File: config.mk
export PLATFORM = sky130hd
export DESIGN_NAME = alu_issue_ctrl
export DESIGN_NICKNAME = d
export VERILOG_FILES = /design/src/rtl/alu_ctrl_pkg.sv /design/src/rtl/alu_op_decode.sv /design/src/rtl/alu_issue_ctrl.sv
export SDC_FILE = /design/constraint.sdc
export NUM_CORES = 1
export LEC_CHECK = 0
export BUFFER_PORTS_ARGS = -buffer_cell sky130_fd_sc_hd__buf_2
export CORE_MARGIN = 5
export CORE_UTILIZATION = 45
export CTS_BUF_LIST = sky130_fd_sc_hd__clkbuf_4 sky130_fd_sc_hd__clkbuf_8
export CTS_CLUSTER_DIAMETER = 60
export DETAILED_ROUTE_END_ITERATION = 7
export PLACE_DENSITY = 0.86
export SLEW_MARGIN = 15
export SYNTH_ARGS = -nofsm -noshare
export SYNTH_HDL_FRONTEND = slang
export SYNTH_SLANG_ARGS = --single-unit
File: constraint.sdc
create_clock -name clk -period 1.52 [get_ports clk]
set_clock_uncertainty 0.05 [all_clocks]
set_input_delay 0.228 -clock clk [delete_from_list [all_inputs] [get_ports clk]]
set_output_delay 0.228 -clock clk [all_outputs]
set_load 0.005 [all_outputs]
File: src/rtl/alu_ctrl_pkg.sv
// Shared constants for the ALU issue controller: ALU op codes, RV32 opcode
// and funct3/funct7 values, FSM state and latency-class encodings.
// M-extension ops are only produced when ALU_CTRL_MEXT_EN is defined.
package alu_ctrl_pkg;

  localparam int ALU_OP_BITS = 5;

  // ALU control codes; ALU_NOP is the reset and illegal-instruction value
  localparam logic [4:0] ALU_NOP    = 5'd0;
  localparam logic [4:0] ALU_ADD    = 5'd1;
  localparam logic [4:0] ALU_SUB    = 5'd2;
  localparam logic [4:0] ALU_SLL    = 5'd3;
  localparam logic [4:0] ALU_SLT    = 5'd4;
  localparam logic [4:0] ALU_SLTU   = 5'd5;
  localparam logic [4:0] ALU_XOR    = 5'd6;
  localparam logic [4:0] ALU_SRL    = 5'd7;
  localparam logic [4:0] ALU_SRA    = 5'd8;
  localparam logic [4:0] ALU_OR     = 5'd9;
  localparam logic [4:0] ALU_AND    = 5'd10;
  localparam logic [4:0] ALU_PASS_B = 5'd11;
  localparam logic [4:0] ALU_BEQ    = 5'd12;
  localparam logic [4:0] ALU_BNE    = 5'd13;
  localparam logic [4:0] ALU_BLT    = 5'd14;
  localparam logic [4:0] ALU_BGE    = 5'd15;
  localparam logic [4:0] ALU_BLTU   = 5'd16;
  localparam logic [4:0] ALU_BGEU   = 5'd17;
  localparam logic [4:0] ALU_MUL    = 5'd18;
  localparam logic [4:0] ALU_MULH   = 5'd19;
  localparam logic [4:0] ALU_MULHSU = 5'd20;
  localparam logic [4:0] ALU_MULHU  = 5'd21;
  localparam logic [4:0] ALU_DIV    = 5'd22;
  localparam logic [4:0] ALU_DIVU   = 5'd23;
  localparam logic [4:0] ALU_REM    = 5'd24;
  localparam logic [4:0] ALU_REMU   = 5'd25;

  // major opcodes
  localparam logic [6:0] OPC_LOAD   = 7'b0000011;
  localparam logic [6:0] OPC_IMM    = 7'b0010011;
  localparam logic [6:0] OPC_AUIPC  = 7'b0010111;
  localparam logic [6:0] OPC_STORE  = 7'b0100011;
  localparam logic [6:0] OPC_ARITH  = 7'b0110011;
  localparam logic [6:0] OPC_LUI    = 7'b0110111;
  localparam logic [6:0] OPC_BRANCH = 7'b1100011;
  localparam logic [6:0] OPC_JALR   = 7'b1100111;

  // funct3 for arithmetic
  localparam logic [2:0] F3_ADD  = 3'b000;
  localparam logic [2:0] F3_SLL  = 3'b001;
  localparam logic [2:0] F3_SLT  = 3'b010;
  localparam logic [2:0] F3_SLTU = 3'b011;
  localparam logic [2:0] F3_XOR  = 3'b100;
  localparam logic [2:0] F3_SR   = 3'b101;
  localparam logic [2:0] F3_OR   = 3'b110;
  localparam logic [2:0] F3_AND  = 3'b111;

  // funct3 for branches
  localparam logic [2:0] F3_BEQ  = 3'b000;
  localparam logic [2:0] F3_BNE  = 3'b001;
  localparam logic [2:0] F3_BLT  = 3'b100;
  localparam logic [2:0] F3_BGE  = 3'b101;
  localparam logic [2:0] F3_BLTU = 3'b110;
  localparam logic [2:0] F3_BGEU = 3'b111;

  // funct7 classes
  localparam logic [6:0] F7_BASE = 7'b0000000;
  localparam logic [6:0] F7_ALT  = 7'b0100000;
  localparam logic [6:0] F7_MEXT = 7'b0000001;

  typedef enum logic [1:0] {
    ST_IDLE = 2'd0,
    ST_WAIT = 2'd1,
    ST_HOLD = 2'd2
  } state_e;

  typedef enum logic [1:0] {
    LAT_SINGLE = 2'd0,
    LAT_MUL    = 2'd1,
    LAT_DIV    = 2'd2
  } lat_e;

endpackage

File: src/rtl/alu_op_decode.sv
// Combinational instruction-field decoder: opcode/funct3/funct7 to ALU code,
// multi-cycle flag, illegal flag and latency class.
// ALU_CTRL_MEXT_EN enables MUL/DIV decode of funct7=0000001.
module alu_op_decode
  import alu_ctrl_pkg::*;
#(
  parameter int ALU_OP_W = 5
) (
  input  logic [6:0]          opcode_i,
  input  logic [2:0]          funct3_i,
  input  logic [6:0]          funct7_i,
  output logic [ALU_OP_W-1:0] alu_op_o,
  output logic                multi_o,
  output logic                illegal_o,
  output lat_e                lat_o
);

  logic [4:0] op;
  logic       f7_ok;

  assign f7_ok    = (funct7_i == F7_BASE) || (funct7_i == F7_ALT);
  assign alu_op_o = ALU_OP_W'(op);

  // field decode; anything not matched stays ALU_NOP with illegal set
  always_comb begin
    op        = ALU_NOP;
    multi_o   = 1'b0;
    illegal_o = 1'b0;
    lat_o     = LAT_SINGLE;
    case (opcode_i)
      OPC_ARITH: begin
        if (f7_ok) begin
          case (funct3_i)
            F3_ADD:  op = funct7_i[5] ? ALU_SUB : ALU_ADD;
            F3_SLL:  op = ALU_SLL;
            F3_SLT:  op = ALU_SLT;
            F3_SLTU: op = ALU_SLTU;
            F3_XOR:  op = ALU_XOR;
            F3_SR:   op = funct7_i[5] ? ALU_SRA : ALU_SRL;
            F3_OR:   op = ALU_OR;
            default: op = ALU_AND;
          endcase
        end
`ifdef ALU_CTRL_MEXT_EN
        else if (funct7_i == F7_MEXT) begin
          multi_o = 1'b1;
          lat_o   = funct3_i[2] ? LAT_DIV : LAT_MUL;
          case (funct3_i)
            3'b000:  op = ALU_MUL;
            3'b001:  op = ALU_MULH;
            3'b010:  op = ALU_MULHSU;
            3'b011:  op = ALU_MULHU;
            3'b100:  op = ALU_DIV;
            3'b101:  op = ALU_DIVU;
            3'b110:  op = ALU_REM;
            default: op = ALU_REMU;
          endcase
        end
`endif
        else begin
          illegal_o = 1'b1;
        end
      end
      OPC_IMM: begin
        case (funct3_i)
          F3_ADD:  op = ALU_ADD;  // ADDI has no SUB form
          F3_SLT:  op = ALU_SLT;
          F3_SLTU: op = ALU_SLTU;
          F3_XOR:  op = ALU_XOR;
          F3_OR:   op = ALU_OR;
          F3_AND:  op = ALU_AND;
          // shifts encode the shift type in the upper immediate bits
          F3_SLL: begin
            if (f7_ok) op = ALU_SLL;
            else       illegal_o = 1'b1;
          end
          default: begin
            if (f7_ok) op = funct7_i[5] ? ALU_SRA : ALU_SRL;
            else       illegal_o = 1'b1;
          end
        endcase
      end
      OPC_LOAD, OPC_STORE, OPC_JALR, OPC_AUIPC: op = ALU_ADD;
      OPC_LUI: op = ALU_PASS_B;
      OPC_BRANCH: begin
        case (funct3_i)
          F3_BEQ:  op = ALU_BEQ;
          F3_BNE:  op = ALU_BNE;
          F3_BLT:  op = ALU_BLT;
          F3_BGE:  op = ALU_BGE;
          F3_BLTU: op = ALU_BLTU;
          F3_BGEU: op = ALU_BGEU;
          default: illegal_o = 1'b1;
        endcase
      end
      default: illegal_o = 1'b1;
    endcase
  end

endmodule

File: src/rtl/alu_issue_ctrl.sv
// ALU issue controller: decodes an instruction, registers the ALU control
// code and flags, and presents them with a valid/ready handshake. MUL/DIV
// ops wait MUL_LAT/DIV_LAT cycles before becoming valid.
// ALU_CTRL_MEXT_EN enables the M-extension (multi-cycle) path.
module alu_issue_ctrl
  import alu_ctrl_pkg::*;
#(
  parameter int ALU_OP_W = 5,
  parameter int MUL_LAT  = 2,
  parameter int DIV_LAT  = 32
) (
  input  logic                clk,
  input  logic                reset,
  input  logic                flush,
  input  logic                in_valid,
  output logic                in_ready,
  input  logic [6:0]          opcode,
  input  logic [2:0]          funct3,
  input  logic [6:0]          funct7,
  output logic                out_valid,
  input  logic                out_ready,
  output logic [ALU_OP_W-1:0] alu_op,
  output logic                multi_cycle,
  output logic                illegal
);

  localparam logic [5:0] MUL_LOAD = 6'(MUL_LAT - 1);
  localparam logic [5:0] DIV_LOAD = 6'(DIV_LAT - 1);

  state_e              state_q, state_d;
  logic [5:0]          cnt_q, cnt_d;
  logic [5:0]          cnt_ld;
  logic                accept;
  logic                load_out;

  logic [ALU_OP_W-1:0] dec_op;
  logic                dec_multi;
  logic                dec_illegal;
  lat_e                dec_lat;

  logic [ALU_OP_W-1:0] alu_op_q;
  logic                illegal_q;

  alu_op_decode #(.ALU_OP_W(ALU_OP_W)) u_dec (
    .opcode_i  (opcode),
    .funct3_i  (funct3),
    .funct7_i  (funct7),
    .alu_op_o  (dec_op),
    .multi_o   (dec_multi),
    .illegal_o (dec_illegal),
    .lat_o     (dec_lat)
  );

  assign out_valid = (state_q == ST_HOLD);
  assign alu_op    = alu_op_q;
  assign illegal   = illegal_q;
  assign accept    = in_valid && in_ready;
  assign cnt_ld    = (dec_lat == LAT_DIV) ? DIV_LOAD : MUL_LOAD;

  // next state, countdown and handshake; flush dominates everything
  always_comb begin
    state_d  = state_q;
    cnt_d    = cnt_q;
    load_out = 1'b0;
    in_ready = !flush && ((state_q == ST_IDLE) ||
                          ((state_q == ST_HOLD) && out_ready));
    if (flush) begin
      state_d = ST_IDLE;
      cnt_d   = '0;
    end else begin
      case (state_q)
        ST_WAIT: begin
          // counter was loaded with LAT-1 on accept, so the last WAIT
          // cycle is the one where it reads 1
          if (cnt_q <= 6'd1) begin
            state_d = ST_HOLD;
            cnt_d   = '0;
          end else begin
            cnt_d = cnt_q - 6'd1;
          end
        end
        ST_HOLD: begin
          if (out_ready && !accept) state_d = ST_IDLE;
        end
        default: ;
      endcase
      if (accept) begin
        load_out = 1'b1;
        if (dec_multi && (cnt_ld != 6'd0)) begin
          state_d = ST_WAIT;
          cnt_d   = cnt_ld;
        end else begin
          state_d = ST_HOLD;
          cnt_d   = '0;
        end
      end
    end
  end

  // FSM state and countdown register
  always_ff @(posedge clk or posedge reset) begin
    if (reset) begin
      state_q <= ST_IDLE;
      cnt_q   <= '0;
    end else begin
      state_q <= state_d;
      cnt_q   <= cnt_d;
    end
  end

  // output fields only change on accept, so they hold under back-pressure
  always_ff @(posedge clk or posedge reset) begin
    if (reset) begin
      alu_op_q  <= ALU_OP_W'(ALU_NOP);
      illegal_q <= 1'b0;
    end else if (load_out) begin
      alu_op_q  <= dec_op;
      illegal_q <= dec_illegal;
    end
  end

`ifdef ALU_CTRL_MEXT_EN
  logic multi_q;

  // multi-cycle flag travels with the held op
  always_ff @(posedge clk or posedge reset) begin
    if (reset)         multi_q <= 1'b0;
    else if (load_out) multi_q <= dec_multi;
  end

  assign multi_cycle = multi_q;
`else
  assign multi_cycle = 1'b0;
`endif

endmodule
### Word-level counts from Yosys, hierarchy flattened

Cells that the tools add are included.

| word-level totals | value |
|---|---|
| register bits after elaboration | 14 |
| output and inout bits | 9 |

| cells by class | value |
|---|---|
| magnitude comparators | 1 |
| equality and inequality tests | 20 |
| add/sub/neg operators | 1 |
| multiplexer cells | 24 |
| reduce and logical (&&, ||, !) cells | 18 |

Operators by type and width:

| operator | count |
|---|---|
| one-hot mux 5 bit (7 select lines) | 2 |
| one-hot mux 5 bit (6 select lines) | 1 |
| == test 7 x 6 -> 1 bit, second input constant | 4 |
| one-hot mux 5 bit (5 select lines) | 1 |
| two-way mux 6 bit | 4 |
| == test 7 x 5 -> 1 bit, second input constant | 2 |
| == test 7 bit, second input constant | 2 |
| == test 3 bit, second input constant | 4 |
| two-way mux 2 bit | 6 |
| OR reduction 6 bit | 2 |
| two-way mux 5 bit | 2 |
| == test 7 x 2 -> 1 bit, second input constant | 1 |
| logical NOT 7 bit | 1 |
| == test 3 x 2 -> 1 bit, second input constant | 2 |
| less-or-equal comparator 6 x 1 -> 1 bit, second input constant | 1 |
| subtractor 6 x 1 -> 6 bit, second input constant | 1 |
| two-way mux 1 bit | 5 |
| OR reduction 5 bit | 1 |
| logical AND 1 bit | 4 |
| two-way mux 4 bit | 1 |
| inequality test 4 x 2 -> 1 bit, second input constant | 1 |
| inequality test 4 bit, second input constant | 1 |
| one-hot mux 1 bit (4 select lines) | 1 |
| one-hot mux 2 bit (2 select lines) | 1 |
| other kinds (11) | 13 |

### Depth between registers and ports, before layout

Gate-level depths: netlist (run 1).

| depth | value |
|---|---|
| depth after elaboration | 11 |
| gate-level depth with buffers | 6 |
| gate-level depth less buffers | 5 |

### By module

From an unflattened synthesis (run 1), not the netlist that was laid out.

| second synthesis, totals | value |
|---|---|
| cells, all modules | 145 |
| area total of the unflattened synthesis | 1204.9 sq um |

Modules (own cells, without submodules):

| module | area each (sq um) | cells each | seq. area each (sq um) | instances |
|---|---|---|---|---|
| alu_issue_ctrl | 769.5 | 76 | 350.3 | 1 |
| alu_op_decode | 435.4 | 69 | 0.0 | 1 |

### Least setup slack after synthesis (run 1)

No wires, ideal clock.

| path | value |
|---|---|
| path kind | reg-to-reg |
| start point | reg state_q[1] |
| end point | reg alu_op_q[2], in the netlist alu_op[2] |
| arrival time | 1.327 ns |
| stages on the path, launching flop included | 6 |
| data required time | 1.390 ns |
| clock period less this slack | 1.457 ns |
| setup slack | 0.063 ns |
| cells stage by stage | dfrtp_1 > nor2b_1 > nor3b_2 > nand3_1 > or3_1 > o211ai_2 |

| on the way | value |
|---|---|
| cells in the longest elaborated chain, start to end | 7 |

Ends and longest elaborated chain:

| element | line | text |
|---|---|---|
| start: declaration | alu_issue_ctrl.sv:30 | `state_e state_q, state_d;` |
| start signal: assignment | alu_issue_ctrl.sv:106 | `state_q <= state_d;` |
| == test 2 bit | alu_issue_ctrl.sv:66 | `((state_q == ST_HOLD) && out_ready));` |
| logical AND 1 bit | alu_issue_ctrl.sv:66 |  |
| logical OR 1 bit * | alu_issue_ctrl.sv:65 | `in_ready = !flush && ((state_q == ST_IDLE) \|\|` |
| logical AND 1 bit * | alu_issue_ctrl.sv:65 |  |
| logical AND 1 bit * | alu_issue_ctrl.sv:57 | `assign accept = in_valid && in_ready;` |
| two-way mux 1 bit * | alu_issue_ctrl.sv:87 | `if (accept) begin` |
| two-way mux 1 bit * | alu_issue_ctrl.sv:67 | `if (flush) begin` |
| end signal: assignment | alu_issue_ctrl.sv:114 | `alu_op_q <= ALU_OP_W'(ALU_NOP);` |
| end signal: assignment | alu_issue_ctrl.sv:117 | `alu_op_q <= dec_op;` |
| end: declaration | alu_issue_ctrl.sv:41 | `logic [ALU_OP_W-1:0] alu_op_q;` |

Mark *: on every way between the ends. The rest lies on a longest branch, timed or not.
A chain may end at the register's enable or synchronous reset.

### Worst setup path after layout (run 1)

Same ends and word-level chain as after synthesis.

==> flow_summary.ini, run 1 <==
[run_status]
status = finished clean

[setup_path]
critPathLaunchType = register
arrival_ps = 1600
crit_chain = nor2b_4 > nor3b_2 > nand3_1 > or3_1 > o211ai_2
critical-path-max-stage-delay_ps = 380
critPathSlowestCell = or3_1
crit_path_end_kind = register
critical_path_class = register to register
cp.required_ps = 1640
crit_fanout = 3

[grt]
grt.overflow.total = 0
grt_util_all_layers_pct = 16.8
grt_pass1_vias = 852
antenna_found_initial = 0
grt_max_degree = 12
grt_first_pass_wirelength_um = 3400

[yosys]
yosys_register_bits = 7
ys_types = 43
syn_nets = 121
syn_avg_cell_area_sq_um = 7.81
ys_seq_area_share_pct = 22.7
synth_cells = 99
synth_warnings = 0
synth_area_sq_um = 773

[cells_and_area]
drive_gt1_share_pct = 41.6
regArea_sq_um = 175
diodes = 0
nNetsFinal = 160
multi_input_area_sq_um = 557
syn2layout_area_growth_pct = 33.5
fillers = 146

[floorplanning]
die_w_um = 51.5
die_area_sq_um = 2650
die_h_um = 51.5
num_rows = 15
core_region_area_sq_um = 1670
io-pin-count = 31
start_util_pct = 46.3

[clock_network]
clock_latency_ps = 250
cts_sinks = 7
clock_path_buffers = 2
cts_tree = yes
cts_buffers = 3
root_buffer = clkbuf_4
cts.clk_slew.worst_paths_ps = 50
htreeDepth = 1

[routing]
drtIter0Drc = 26
num_vias = 892
wirelength_um = 1970
dr.pass1.iters = 5
viasPerCell = 5.79
ant_nets = 0
wl_per_cell_um = 12.8
drcViolationCount = 0

[sta]
postLayoutSetupSlackWorst_ps = 39.0
finalHoldViolCount = 0
setup_viol = 0
rsz0062_at_grt = true
setup_tns_ps = 0
period_share_pct = 97.4
report.final.slew_viol_count = 0
fmax_mhz = 675
fin_crit_ps = 1480

[placement]
portBuffers = 29
place.gp.congestion = 0.929
dp_hpwl_um = 1720
place_ws_ps = -16.0

[pwr]
peakVddDrop_uv = 322
p_leak_nw = 0.502
power_density_nw_per_um2 = 526

[run]
drv_cap = 0

[min_path]
hold_path_class = primary input to register
## logic make-up after synthesis
| logic type | Yosys count | synth area share [%] |
|---|---|---|
| other cells | 1 | 0.485 |
| flops | 7 | 22.7 |
| simple gates | 54 | 41.6 |
| compound gates | 25 | 27.5 |
| mux | 1 | 1.29 |
| buf+inv | 11 | 6.47 |
## critical path, delay by kind of cell (launching register included)
family	cells	cell delay [ps]
AND/OR/NAND/NOR	4	850
flip-flops	1	370
AO/OA/AOI/OAI	1	130
## layout by cell type (no fill, tap or decap), drive strengths merged, types with 2 or more instances in the layout
| cell | n |
|---|---|
| inv | 5 |
| o41ai | 3 |
| o21ai | 3 |
| nor2 | 10 |
| clkbuf | 4 |
| dfrtp | 7 |
| a31oi | 6 |
| nand2 | 14 |
| nor2b | 3 |
| and2b | 2 |
| o211ai | 2 |
| buf | 39 |
| nor4 | 2 |
| nor3b | 2 |
| nand2b | 5 |
| a21oi | 2 |
| nand3 | 7 |
| o32ai | 2 |
| or3 | 2 |
| nand3b | 2 |
## cell usage after synthesis (all sizes together)
master / instances / area, sq um
nor3b: 2 / 20.0
o211ai: 2 / 20.0
and2b: 2 / 16.3
or3: 2 / 17.5
and3: 1 / 6.26
and3b: 1 / 8.76
a31oi: 6 / 37.5
clkbuf: 1 / 5.00
a311oi: 1 / 15.0
nand2b: 5 / 46.3
conb: 1 / 3.75
o22ai: 1 / 12.5
nand4: 1 / 6.26
nor3: 1 / 5.00
a2111oi: 1 / 8.76
dfrtp: 7 / 175
nand3: 7 / 35.0
a21oi: 2 / 10.0
nor2b: 3 / 18.8
o32ai: 2 / 17.5
a221oi: 1 / 8.76
inv: 5 / 18.8
nand2: 14 / 52.6
o41ai: 3 / 41.3
buf: 5 / 26.3
nand3b: 2 / 15.0
mux2i: 1 / 10.0
and2: 1 / 8.76
nor4: 2 / 27.5
nor2: 10 / 37.5
o22a: 1 / 8.76
a2bb2oi: 1 / 8.76
o21ai: 3 / 15.0
a22o: 1 / 8.76
## final timing paths
path,cells after the start,start,slack [ps],end
max reg2reg,5,state_q[1]$_DFFE_PP0P_,40,alu_op[2]$_DFFE_PP0P_
min,2,flush,120,state_q[1]$_DFFE_PP0P_
max in group asynchronous,3,reset,820,illegal$_DFFE_PP0P_
min reg2reg,2,alu_op[0]$_DFFE_PP0P_,430,alu_op[0]$_DFFE_PP0P_
max,5,state_q[1]$_DFFE_PP0P_,40,alu_op[2]$_DFFE_PP0P_
min in group asynchronous,3,reset,390,alu_op[0]$_DFFE_PP0P_
## power breakdown
| part | internal, mW | switching (mW) | total, mW |
|---|---|---|---|
| clock | 0.118 | 0.0637 | 0.181 |
| sequential | 0.190 | 0.00158 | 0.192 |
| combinational | 0.0786 | 0.0909 | 0.169 |
| total | 0.387 | 0.156 | 0.543 |
## registers in the layout, indices dropped and copies added, names as in the netlist
signal	count
alu_op	5
illegal	1
state_q	1
## metrics by stage
step	hold slack, ps	std cells	cell area [sq um]	utilization [%]	power [mW]
floorplan	-18.6	99	773	-	0.286
global placement	110	149	983	58.9	0.356
detailed placement	112	149	983	58.9	0.360
CTS	113	154	1020	61.3	0.548
global route	132	154	1030	61.8	0.582
finish	121	154	1030	61.8	0.543
## area by class of cell
type,count,area share [%]
flip-flops and latches,7,17.0
repair buffers,40,22.3
inverters,5,1.82
well taps,17,2.06
clock buffers,4,2.91
multi-input cells,81,53.9
## what timing repair did
action                                 CTS  global route
setup endpoints to repair                1             3
buffers inserted                         0             0
pin swaps                                3             3
hold buffers                             1             0
gates resized for setup                  0             3
gates cloned                             0             0
endpoints found under the hold margin    7             0
## metal layers
metal	share of wire, %	up-vias	global-route usage [%]
met5	0	-	0
met4	0.96	0	4.80
met3	7.3	4	4.66
met2	53	39	29.7
met1	39	411	19.5
li1	-	438	-
Note: power is estimated with default switching activity, not from simulation.
==> inputs of run 2 (changes only) <==
--- a/config.mk
+++ b/config.mk
@@ -13,2 +13,3 @@
 export DETAILED_ROUTE_END_ITERATION = 7
+export GPL_TIMING_DRIVEN = 0
 export PLACE_DENSITY = 0.86
--- a/constraint.sdc
+++ b/constraint.sdc
@@ -4,2 +4,2 @@
 set_output_delay 0.228 -clock clk [all_outputs]
-set_load 0.005 [all_outputs]
+set_load 0.01 [all_outputs]
==> run 2 against run 1 <==
Compared with the run above:
- clock power is essentially flat
- die area unchanged
- sequential share of layout area up 0.49 points
- worst setup slack improved by 38 ps
- combinational power about the same
- fmax rose by 2.7%
- largest power group unchanged
==> flow_summary.ini, run 2 (same netlist as run 1, synthesis figures left out) <==
[sta]
postLayoutSetupSlackWorst_ps = 77.4
fin_crit_ps = 1440
setup_viol = 0
rsz0062_at_grt = false
fmax_mhz = 693
finalHoldViolCount = 0
fin_hold_ws_ps = 147
report.final.slew_viol_count = 0
period_share_pct = 94.9

[floorplanning]
die_w_um = 51.5
num_rows = 15
io-pin-count = 31
core_region_area_sq_um = 1670
die_h_um = 51.5
start_util_pct = 46.3
die_area_sq_um = 2650

[setup_path]
crit_fanout = 3
crit_chain = nor2b_4 > nor3b_4 > nand3_2 > or3_1 > o211ai_2
r2r_cells = 5
r2r_slack_ps = 80
worst-path-buf-inv = 0
critical_path_class = register to register
crit_path_end_kind = register
critPathLaunchType = register
r2r_end = alu_op[2]$_DFFE_PP0P_
critPathSlowestCell = dfrtp_1
cp_top_family = simple AND/OR/NAND/NOR gates
cp.required_ps = 1640
r2r-start = state_q[1]$_DFFE_PP0P_
arrival_ps = 1570
critical-path-max-stage-delay_ps = 370

[run_status]
status = finished clean

[grt]
grt_pass1_vias = 788
grt_first_pass_wirelength_um = 3330
antenna_found_initial = 0
grt_max_degree = 11
grt_util_all_layers_pct = 16.2
grt.overflow.total = 0

[cells_and_area]
layout_common_cells = buf_2 (30), nand2_1 (14), nor2_1 (10)
multi_input_area_sq_um = 567
nNetsFinal = 156
largest_reg_flops = 5
diodes = 0
final_common_cell = buf_2
drive_gt1_share_pct = 39.1
syn2layout_area_growth_pct = 29.8
fillers = 148
regArea_sq_um = 175

[clock_network]
cts_buffers = 3
cts_sinks = 7
root_buffer = clkbuf_4
clock_latency_ps = 250
cts_tree = yes
htreeDepth = 1
clock_path_buffers = 2
cts.clk_slew.worst_paths_ps = 50

[pwr]
power_density_nw_per_um2 = 538
p_leak_nw = 0.480
peakVddDrop_uv = 332

[min_path]
hold_path_startpoint = flush
hold_end = state_q[1]$_DFFE_PP0P_
whs_path_depth = 2
hold_path_class = primary input to register

[routing]
drcViolationCount = 0
wl_per_cell_um = 13.6
num_vias = 869
viasPerCell = 5.79
drtIter0Drc = 23
wirelength_um = 2030
ant_nets = 0
dr.pass1.iters = 5

[placement]
place.gp.congestion = 0.886
dp_hpwl_um = 1670
portBuffers = 27
place_ws_ps = -81.5

[run]
drv_cap = 0
run 2: per-layer routing:
layer / global-route usage (%) / part of all wire, %
met1: 20.2 / 42
met2: 28.0 / 51
met3: 3.50 / 6.3
met4: 3.93 / 0.79
met5: 0 / 0
run 2: how the worst max path moves through the flow:
| stage | cells after the start | end | start |
|---|---|---|---|
| 3_3_place_gp | 6 | alu_op[1]$_DFFE_PP0P_ | funct7[1] |
| 4_1_cts | 5 | alu_op[2]$_DFFE_PP0P_ | state_q[1]$_DFFE_PP0P_ |
| 2_1_floorplan | 5 | alu_op[2]$_DFFE_PP0P_ | state_q[1]$_DFFE_PP0P_ |
| 5_1_grt | 5 | alu_op[2]$_DFFE_PP0P_ | state_q[1]$_DFFE_PP0P_ |
| 6_report | 5 | alu_op[2]$_DFFE_PP0P_ | state_q[1]$_DFFE_PP0P_ |
| 3_5_place_dp | 5 | alu_op[2]$_DFFE_PP0P_ | state_q[1]$_DFFE_PP0P_ |
run 2: area by class of cell:
type                            count  share of cell area (%)
Tap cell                           17                    2.12
Clock buffer                        4                    2.99
Sequential cell                     7                    17.5
Buffer                              6                    3.12
Inverter                            5                    1.87
Multi-Input combinational cell     81                    56.5
Timing Repair Buffer               30                    16.0
run 2: through the flow:
| step | utilization (%) | cells | TNS [ps] | power [mW] | instance area (sq um) |
|---|---|---|---|---|---|
| after floorplan | - | 99 | 0 | 0.288 | 773 |
| after detailed placement | 55.7 | 143 | -187 | 0.350 | 930 |
| final | 60.1 | 150 | 0 | 0.540 | 1000 |
| after global placement | 55.7 | 143 | -47.2 | 0.344 | 930 |
| after global routing | 60.1 | 150 | 0 | 0.576 | 1000 |
| after CTS | 59.4 | 150 | 0 | 0.541 | 992 |
run 2: what timing repair did:
action / CTS / global route
gates cloned: 0 / 0
gates resized for setup: 2 / 2
hold buffers: 1 / 0
setup buffers: 2 / 0
endpoints found under the hold margin: 7 / 0
pin swaps: 3 / 1
endpoints found under the setup margin: 1 / 1
run 2: report_power, final:
| part | switching, mW | total [mW] | leakage, nW | internal (mW) |
|---|---|---|---|---|
| clock | 0.0642 | 0.182 | 0.0184 | 0.118 |
| combinational | 0.0951 | 0.166 | 0.370 | 0.0708 |
| sequential | 0.00168 | 0.192 | 0.0917 | 0.190 |
| total | 0.161 | 0.540 | 0.480 | 0.379 |
